File: src/rtl/hc194_seq_ctrl_if.sv
// Host-side command/response bundle for the 194 shift-register sequencer.
// Start/Busy handshake: a command is accepted on a rising Clk edge where
// Start=1 and Busy=0; Start while Busy=1 is dropped, never queued. The result
// appears on Dout with a one-cycle Done pulse and Dout holds until the next
// capture.
interface hc194_seq_ctrl_if #(
   parameter int CNT_W = 3
) ();
   logic             Start;
   logic [1:0]       Cmd;
   logic [CNT_W-1:0] Count;
   logic [3:0]       Din;
   logic             SerIn;
   logic             Rot;
   logic             Busy;
   logic             Done;
   logic [3:0]       Dout;

   modport master (
      output Start, Cmd, Count, Din, SerIn, Rot,
      input  Busy, Done, Dout
   );

   modport slave (
      input  Start, Cmd, Count, Din, SerIn, Rot,
      output Busy, Done, Dout
   );
endinterface

File: src/rtl/hc194_seq_ctrl.sv
// Sequencer for one external 194-style 4-bit universal shift register:
// load, optional shift/rotate, capture, with a Start/Busy/Done handshake.
module hc194_seq_ctrl #(
   parameter int CNT_W = 3
) (
   input  logic             Clk,
   input  logic             MR,
   hc194_seq_ctrl_if.slave  host,
   input  logic [3:0]       Q,
   output logic             S1,
   output logic             S0,
   output logic             DSR,
   output logic             DSL,
   output logic [3:0]       Dpar,
   output logic             RegMR_n,
   output logic [2:0]       state_dbg
);

   typedef enum logic [2:0] {
      IDLE    = 3'd0,
      LOAD    = 3'd1,
      CLEAR   = 3'd2,
      SHIFT   = 3'd3,
      CAPTURE = 3'd4
   } state_t;

   state_t           state;
   logic [1:0]       cmd_q;
   logic [CNT_W-1:0] count_q;
   logic [3:0]       din_q;
   logic             serin_q;
   logic             rot_q;
   logic [CNT_W-1:0] step_cnt;
   logic             done_q;
   logic [3:0]       dout_q;

   always_ff @(posedge Clk) begin
      if (MR) begin
         state    <= IDLE;
         cmd_q    <= '0;
         count_q  <= '0;
         din_q    <= '0;
         serin_q  <= 1'b0;
         rot_q    <= 1'b0;
         step_cnt <= '0;
         done_q   <= 1'b0;
         dout_q   <= '0;
      end else begin
         done_q <= 1'b0;
         case (state)
            IDLE: begin
               if (host.Start) begin
                  cmd_q   <= host.Cmd;
                  count_q <= host.Count;
                  din_q   <= host.Din;
                  serin_q <= host.SerIn;
                  rot_q   <= host.Rot;
                  state   <= (host.Cmd == 2'b11) ? CLEAR : LOAD;
               end
            end
            LOAD: begin
               if (cmd_q == 2'b00 || count_q == '0) begin
                  state <= CAPTURE;
               end else begin
                  step_cnt <= count_q;
                  state    <= SHIFT;
               end
            end
            CLEAR: state <= CAPTURE;
            SHIFT: begin
               // Leaving when the counter reads 1 yields exactly Count shift edges.
               step_cnt <= step_cnt - 1'b1;
               if (step_cnt == CNT_W'(1)) state <= CAPTURE;
            end
            CAPTURE: begin
               dout_q <= Q;
               done_q <= 1'b1;
               state  <= IDLE;
            end
            default: state <= IDLE;
         endcase
      end
   end

   // Pin decodes depend only on state and latched regs, never on Start.
   always_comb begin
      S1   = 1'b0;
      S0   = 1'b0;
      Dpar = 4'b0000;
      DSR  = 1'b0;
      DSL  = 1'b0;
      case (state)
         LOAD: begin
            {S1, S0} = 2'b11;
            Dpar     = din_q;
         end
         SHIFT: begin
            {S1, S0} = (cmd_q == 2'b01) ? 2'b01 : 2'b10;
            DSR      = rot_q ? Q[3] : serin_q;
            DSL      = rot_q ? Q[0] : serin_q;
         end
         default: ;
      endcase
   end

   assign RegMR_n   = !MR && (state != CLEAR);
   assign host.Busy = (state != IDLE);
   assign host.Done = done_q;
   assign host.Dout = dout_q;
   assign state_dbg = state;

endmodule

File: src/flat_wrapper.sv
// flat-port wrapper written by rule: the top's interface ports become plain ports
module hc194_seq_ctrl_flat 
#(
   parameter int CNT_W = 3
)
  (Clk, MR, Q, S1, S0, DSR, DSL, Dpar, RegMR_n, state_dbg, host_Start, host_Cmd, host_Count, host_Din, host_SerIn, host_Rot, host_Busy, host_Done, host_Dout);
  hc194_seq_ctrl_if #(.CNT_W(CNT_W)) host_i ();
  input  logic Clk;
  input  logic MR;
  input  logic [3:0] Q;
  output logic S1;
  output logic S0;
  output logic DSR;
  output logic DSL;
  output logic [3:0] Dpar;
  output logic RegMR_n;
  output logic [2:0] state_dbg;
  input wire logic [$bits(host_i.Start)-1:0] host_Start;
  input wire logic [$bits(host_i.Cmd)-1:0] host_Cmd;
  input wire logic [$bits(host_i.Count)-1:0] host_Count;
  input wire logic [$bits(host_i.Din)-1:0] host_Din;
  input wire logic [$bits(host_i.SerIn)-1:0] host_SerIn;
  input wire logic [$bits(host_i.Rot)-1:0] host_Rot;
  output wire logic [$bits(host_i.Busy)-1:0] host_Busy;
  output wire logic [$bits(host_i.Done)-1:0] host_Done;
  output wire logic [$bits(host_i.Dout)-1:0] host_Dout;
  assign host_i.Start = host_Start;
  assign host_i.Cmd = host_Cmd;
  assign host_i.Count = host_Count;
  assign host_i.Din = host_Din;
  assign host_i.SerIn = host_SerIn;
  assign host_i.Rot = host_Rot;
  assign host_Busy = host_i.Busy;
  assign host_Done = host_i.Done;
  assign host_Dout = host_i.Dout;
  hc194_seq_ctrl #(.CNT_W(CNT_W)) u_core (.Clk(Clk), .MR(MR), .host(host_i), .Q(Q), .S1(S1), .S0(S0), .DSR(DSR), .DSL(DSL), .Dpar(Dpar), .RegMR_n(RegMR_n), .state_dbg(state_dbg));
endmodule
File: config.mk
export PLATFORM = sky130hd
export DESIGN_NAME = hc194_seq_ctrl_flat
export DESIGN_NICKNAME = d
export VERILOG_FILES = /design/src/rtl/hc194_seq_ctrl_if.sv /design/src/rtl/hc194_seq_ctrl.sv /design/src/flat_wrapper.sv
export SDC_FILE = /design/constraint.sdc
export NUM_CORES = 1
export LEC_CHECK = 0
export CAP_MARGIN = 20
export CORE_MARGIN = 2
export CORE_UTILIZATION = 40
export DETAILED_ROUTE_END_ITERATION = 10
export HOLD_SLACK_MARGIN = 0.06
export PLACE_DENSITY = 0.72
export SYNTH_ARGS = -nofsm -noshare
export SYNTH_HDL_FRONTEND = slang
export SYNTH_SLANG_ARGS = --single-unit
export TNS_END_PERCENT = 5
File: constraint.sdc
create_clock -name Clk -period 1.8 [get_ports Clk]
set_clock_uncertainty 0.05 [all_clocks]
set_input_delay 0.36 -clock Clk [delete_from_list [all_inputs] [get_ports Clk]]
set_output_delay 0.36 -clock Clk [all_outputs]
set_load 0.02 [all_outputs]
==> results of run 1 <==
[worst max-delay path by stage]
stage                    to  slack [ns]  cells past startpoint
3_3_place_gp            DSR       -0.24                      4
5_1_grt                 DSL       0.003                      4
4_1_cts        state_dbg[1]       -0.01                      3
3_5_place_dp            DSR       -0.27                      4
2_1_floorplan           DSL        0.25                      3
6_report                 S0        0.07                      4
[cells by family after synthesis]
group                    synth area share, %
AO/OA/AOI/OAI                           18.1
adder cells (fa/ha/maj)                 2.42
buffers and inverters                   5.55
flip-flops                              42.5
multiplexers                            3.86
AND/OR/NAND/NOR                         27.5
[through the flow]
stage / util [%] / std cells / total power (uW) / setup WS, ns
2_1_floorplan: - / 127 / 730 / 0.251
3_3_place_gp: 59.6 / 196 / 870 / -0.242
3_5_place_dp: 59.6 / 196 / 876 / -0.266
4_1_cts: 60.5 / 200 / 1140 / -0.0120
5_1_grt: 59.4 / 200 / 1190 / 0.00257
6_report: 59.4 / 200 / 1120 / 0.0683
[worst reg2reg max path, delay by kind of cell (launching register included)]
| kind | cells | cell delay (ns) |
|---|---|---|
| and+or+nand+nor | 3 | 0.57 |
| buffers and inverters | 3 | 0.43 |
| DFF | 1 | 0.33 |
| AOI/OAI and AO/OA | 1 | 0.13 |
[power breakdown]
group	internal [uW]	leakage [uW]	total, uW	switching, uW
clock network	123	0.0000210	275	151
logic	145	0.000386	304	158
registers	521	0.000180	545	23.9
total	790	0.000586	1120	334
[what timing repair did]
item,4_1_cts,5_1_grt
endpoints found under the hold margin,0,0
gates resized for setup,37,10
setup endpoints to repair,13,8
[registers in the layout, indices dropped and copies added (netlist names)]
signal and cells:
u_core.state_dbg 3, u_core.serin_q 1, u_core.count_q 3, u_core.rot_q 1
u_core.host.Dout 4, u_core.cmd_q 2, u_core.host.Done 1, u_core.din_q 4
u_core.step_cnt 3
[cell usage in the layout, fill, tap and decap left out, drive strengths merged, types with 2 or more instances in the layout]
cell type,count
o21ai,3
nand2,27
nor3,4
nand2b,5
nand3,2
mux2i,4
a21oi,19
ha,2
inv,4
buf,20
clkbuf,5
and2,5
clkdlybuf4s50,22
dfxtp,22
nor2,10
nand3b,2
dlygate4sd2,2
o32ai,2
[layout make-up]
cell class	count	share of cell area, %
tap	30	2.57
timing repair buffer	46	26.1
inverter	4	1.03
clock buffer	4	2.49
multi-input combinational	94	37.6
sequential	22	30.3
[metal layers]
layer  up-vias  track usage [%]
li1        514                -
met1       453             22.3
met2        25             28.6
met3         2             3.49
met4         0             7.32
met5         -                0
==> summary.md, run 1 <==
| Metric | Value |
|---|---|
| Layout cells sized above 1 | between 10% and 20% |
| CTS Hold Buffers Added | 0 |
| Ys async rst share | 0% |
| Power Density | between 700 and 800 nW/um^2 |
| Syn Inst Count | roughly 130 |
| Final setup vio count | 0 |
| CP peak stage delay | 0.33 ns |
| Crit path buf inv count | 2 |
| Die Span Y | 54.9 um |
| Pleak | around 0.0006 uW |
| Iter 0 DRT Violations | 11 |
| Clock Tree Root | clkbuf_4 |
| Wirelength, routed | 2390 um |
| Antenna violations before repair | 0 |
| Worst Hold Slack | 0.416 ns |
| H-tree Lvls | 1 |
| Initial Util | a little over two fifths |
| Storage cell area | roughly 440 um^2 |
| Antenna cell count | 0 |
| First-pass GRT wire length | approximately 3800 um |
| Fin. max-slew vios | 0 |
| Outcome | finished clean |
| Setup crit end kind | output port |
| Max cap viols | 0 |
| Hold worst-path end | u_core.din_q[2] |
| FF-to-FF setup slack | between 0.2 and 0.25 ns |
| R2R cell count | 7 |
| Relative slew slack | 62.1% |
| Nets | ~190 |
| Ports | 36 |
| Post-CTS Setup Inserts | 0 |
| Post-DP Area | around 1500 um^2 |
| FP Rows | 18 |
| EDFF count, synth | 0 |
| Layout area overhead | 40.8% |
| Peak VDD IR | between 0.0005 and 0.0006 V |
| ANT nets after route | 0 |
| Post-route met1 wirelength | approximately 1100 um |
| Num CTS Buffers | 3 |
| Die Span X | between 50 and 60 um |
| Total global routing track utilization | ~17% |
| CTS tree | done |
| Area share of the largest cell type after synthesis | between 40% and 50% |
| Port-buffer cells | 35 |
| WP data required | 1.39 ns |
| Worst min path class | flop to flop |
| Post-synth top area cell | dfxtp_1 |
| Slew at the pin closest to its max-slew limit | about 0.56 ns |
| Reg-to-reg endpoint | u_core.rot_q |
| Area of the multi-input gates | ~550 um^2 |
| DR top layer | met4 |
| Slowest CP cell | dfxtp_1 |
| FMAX | about 580 MHz |
| Cell area after synthesis | 1040 um^2 |
| GPL Wtd Cong | 0.853 |
| Worst Setup SP | u_core.state_dbg[2] |
| Worst reg2reg path startpoint | u_core.state_dbg[2] |
| Pin count of the biggest net entering global routing | 23 |
| Mean Syn Cell Area | between 8 and 9 um^2 |
| Metal2 WL | 1180 um |
| DRC | 0 |
| Final Instance Area | approximately 1500 um^2 |
| Vias in the first global route | between 800 and 900 |
| Cell variety after synth | 30 |
| DP HPWL | between 1500 and 2000 um |
| Clock latency at the later pin of the worst-skew pair | about 0.31 ns |
| Worst-case clock buffer depth | 2 |
| CP cell instances | nand2b_2 > buf_4 > a21oi_1 > buf_2 |
| WS Path Type | flop to output port |
| WP data arrival | around 1.3 ns |
| Syn nets | roughly 150 |
| Top-count cell post-synth | nand2_1 |
| Total die area | approximately 3000 um^2 |
| CP Launch Type | flop |
| CTS clk-pin slew, worst paths | around 0.12 ns |
| Count of final hold-check violations | 0 |
| Sequential share of the synthesized area | roughly 43% |
| Router iterations before antenna repair | 4 |
| Clk sink count | 22 |
| Worst-path fanout max | 3 |
| Tcrit/Tclk final | between 90% and 100% |
| Total grt overflow | 0 |
| Core Region | 2450 um^2 |
| Hold_sp | u_core.din_q[2] |
| Avg Vias per Cell | between 4 and 5 |
| DR vias | roughly 990 |
| Post-synth top cells | nand2_1 (27), dfxtp_1 (22), a21oi_1 (18), nor2_1 (10) |
| Filler Cells Inserted | 242 |
| Setup TNS | 0 ns |
| Synth Warn # | 0 |
| Top delay family on crit path | buffers and inverters |
| DR WL met3 | approximately 120 um |
| Final critical-path required period | about 1.7 ns |
| Ranking of synthesized cells by area | dfxtp_1 (43%), nand2_1 (9.8%), a21oi_1 (8.7%) |
| #FFs+latches synth | 22 |
| Hold Path Stages | 2 |
| Synth Flop Type | dfxtp_1 |
| RSZ-0062 raised after global routing | no |
| Routed len/inst | about 12 um |
No activity file was read; power rests on OpenSTA's default activity.
==> run 2: changes to the inputs <==
PLACE_DENSITY = not set   (was 0.72)
PLACE_DENSITY_LB_ADDON = 0.1   (was not set)
==> run 2 against run 1 <==
  * Final cell count down 2.0%
  * Sequential power increased by 0.7%
  * Worst setup slack lost 0.067 ns
  * Flip-flop and latch count unchanged
  * First-iteration DRC count is 91% higher
  * Largest cell class unchanged
  * Critical path depth stayed put
  * Hold slack got worse by 0.0072 ns
  * Combinational power fell by 6%
  * Cell area decreased by 1.5%
  * Count of clock-buffer cells in the layout unchanged
  * Via count fell by 0.40%
  * Die area stayed put
==> summary.md, run 2 (synthesis results as in run 1) <==
| Metric | Value |
|---|---|
| Hold Path Stages | 2 |
| Worst reg2reg path startpoint | u_core.state_dbg[0] |
| Nets | about 190 |
| Pre-CTS setup slack | -0.257 ns |
| Setup crit end kind | output port |
| Critical path depth in cells | 4 |
| Hold_sp | u_core.din_q[2] |
| First-pass GRT wire length | between 3000 and 4000 um |
| R2R cell count | 5 |
| ANT nets after route | 0 |
| Router iterations before antenna repair | 4 |
| WP data arrival | 1.39 ns |
| Vias in the first global route | between 700 and 800 |
| Total grt overflow | 0 |
| Worst Setup SP | u_core.state_dbg[0] |
| DP HPWL | 1790 um |
| CTS tree | done |
| Post-DP Area | around 1400 um^2 |
| FMAX | about 560 MHz |
| Core Region | between 2000 and 2500 um^2 |
| Count of final hold-check violations | 0 |
| Initial Util | a little over two fifths |
| CTS clk-pin slew, worst paths | about 0.12 ns |
| Final Instance Area | 1440 um^2 |
| Storage cell area | around 440 um^2 |
| Layout cells sized above 1 | a little under a fifth |
| Final setup vio count | 0 |
| Final setup margin | roughly 0.0013 ns |
| Wirelength, routed | approximately 2400 um |
| Top delay family on crit path | buffers and inverters |
| Avg Vias per Cell | 5.05 |
| Antenna cell count | 0 |
| Total die area | between 3000 and 4000 um^2 |
| Relative slew slack | between 50 and 60% |
| Power Density | between 700 and 800 nW/um^2 |
| Fin. max-slew vios | 0 |
| Layout area overhead | 38.8% |
| Die Span X | about 55 um |
| Tcrit/Tclk final | 99.9% |
| Port-buffer cells | 35 |
| CP cell instances | buf_4 > nor3_4 > inv_1 > clkdlybuf4s15_2 |
| Fin util | between 50% and 60% |
| Most common cell after layout, fill and taps aside | nand2_1 |
| Worst-path fanout max | 7 |
| DRC | 0 |
| CP peak stage delay | approximately 0.37 ns |
| Total global routing track utilization | 16.6% |
| Slew at the pin closest to its max-slew limit | approximately 0.62 ns |
| Pin count of the biggest net entering global routing | 23 |
| Crit path buf inv count | 3 |
| Worst min path class | flop to flop |
| Worst-case clock buffer depth | 2 |
| Max cap viols | 0 |
| Clock Tree Root | clkbuf_4 |
| Clock latency at the later pin of the worst-skew pair | between 0.3 and 0.4 ns |
| Post-CTS Setup Inserts | 0 |
| Filler Cells Inserted | 252 |
| DR vias | ~1000 |
| WP data required | roughly 1.4 ns |
| RSZ-0062 raised after global routing | yes |
| Antenna violations before repair | 0 |
| Num CTS Buffers | 3 |
| Iter 0 DRT Violations | 21 |
| CP Launch Type | flop |
| GPL Wtd Cong | roughly 0.77 |
| H-tree Lvls | 1 |
| Routed len/inst | around 12 um |
| Final critical-path required period | 1.80 ns |
| Slowest CP cell | dfxtp_2 |
| WS Path Type | flop to output port |
| Outcome | finished clean |
| Worst Hold Slack | roughly 0.41 ns |
| Peak VDD IR | ~0.0007 V |
| Ports | 36 |
| Clk sink count | 22 |
| Pleak | between 0.0005 and 0.0006 uW |
| Area of the multi-input gates | about 550 um^2 |
| Most frequent cells in the layout | nand2_1 (27), clkdlybuf4s50_1 (22), dfxtp_1 (20) |
| Die Span Y | approximately 55 um |
| FP Rows | 18 |
[run 2: path summary, 6_finish.rpt]
| path | endpoint | slack [ns] |
|---|---|---|
| max reg2reg | u_core.serin_q | 0.27 |
| min | u_core.din_q[2] | 0.41 |
| min reg2reg | u_core.din_q[2] | 0.41 |
| max | host_Busy | 0.001 |
[run 2: cell type report]
class                      instances  share of cell area [%]
multi-input combinational         94                    38.1
tap                               30                    2.61
sequential                        22                    30.8
timing repair buffer              42                    24.9
inverter                           4                    1.04
clock buffer                       4                    2.52
[run 2: tightest hold or removal path, delay by kind of cell (launching register included)]
kind / cells / cell delay, ns
flip-flops: 1 / 0.33
AND/OR/NAND/NOR: 1 / 0.05
AO/OA/AOI/OAI: 1 / 0.05
[run 2: through the flow]
stage                     cells  total power (uW)  setup TNS (ns)
after detailed placement    192               857          -0.855
after global placement      192               850          -0.776
after global routing        196              1170         -0.0599
after CTS                   196              1120         -0.0173
final                       196              1110               0
after floorplan             127               730               0
[run 2: routing by layer]
layer,up-vias,share of wire [%],GRT usage (%)
met4,0,1.1,5.69
met1,454,46,22.1
met5,-,0,0
met3,4,5.6,3.49
met2,23,47,26.6
li1,509,-,-
[run 2: repair_timing]
action                                  CTS  global route
hold buffers                              0             0
gates resized for setup                  31            13
endpoints found under the setup margin   13            10
pin swaps                                 1             1
[run 2: where the power goes]
group	switching, uW	internal (uW)	leakage [uW]
Combinational	151	135	0.000365
Sequential	26.9	522	0.000180
Clock	152	123	0.0000210
Total	330	780	0.000566
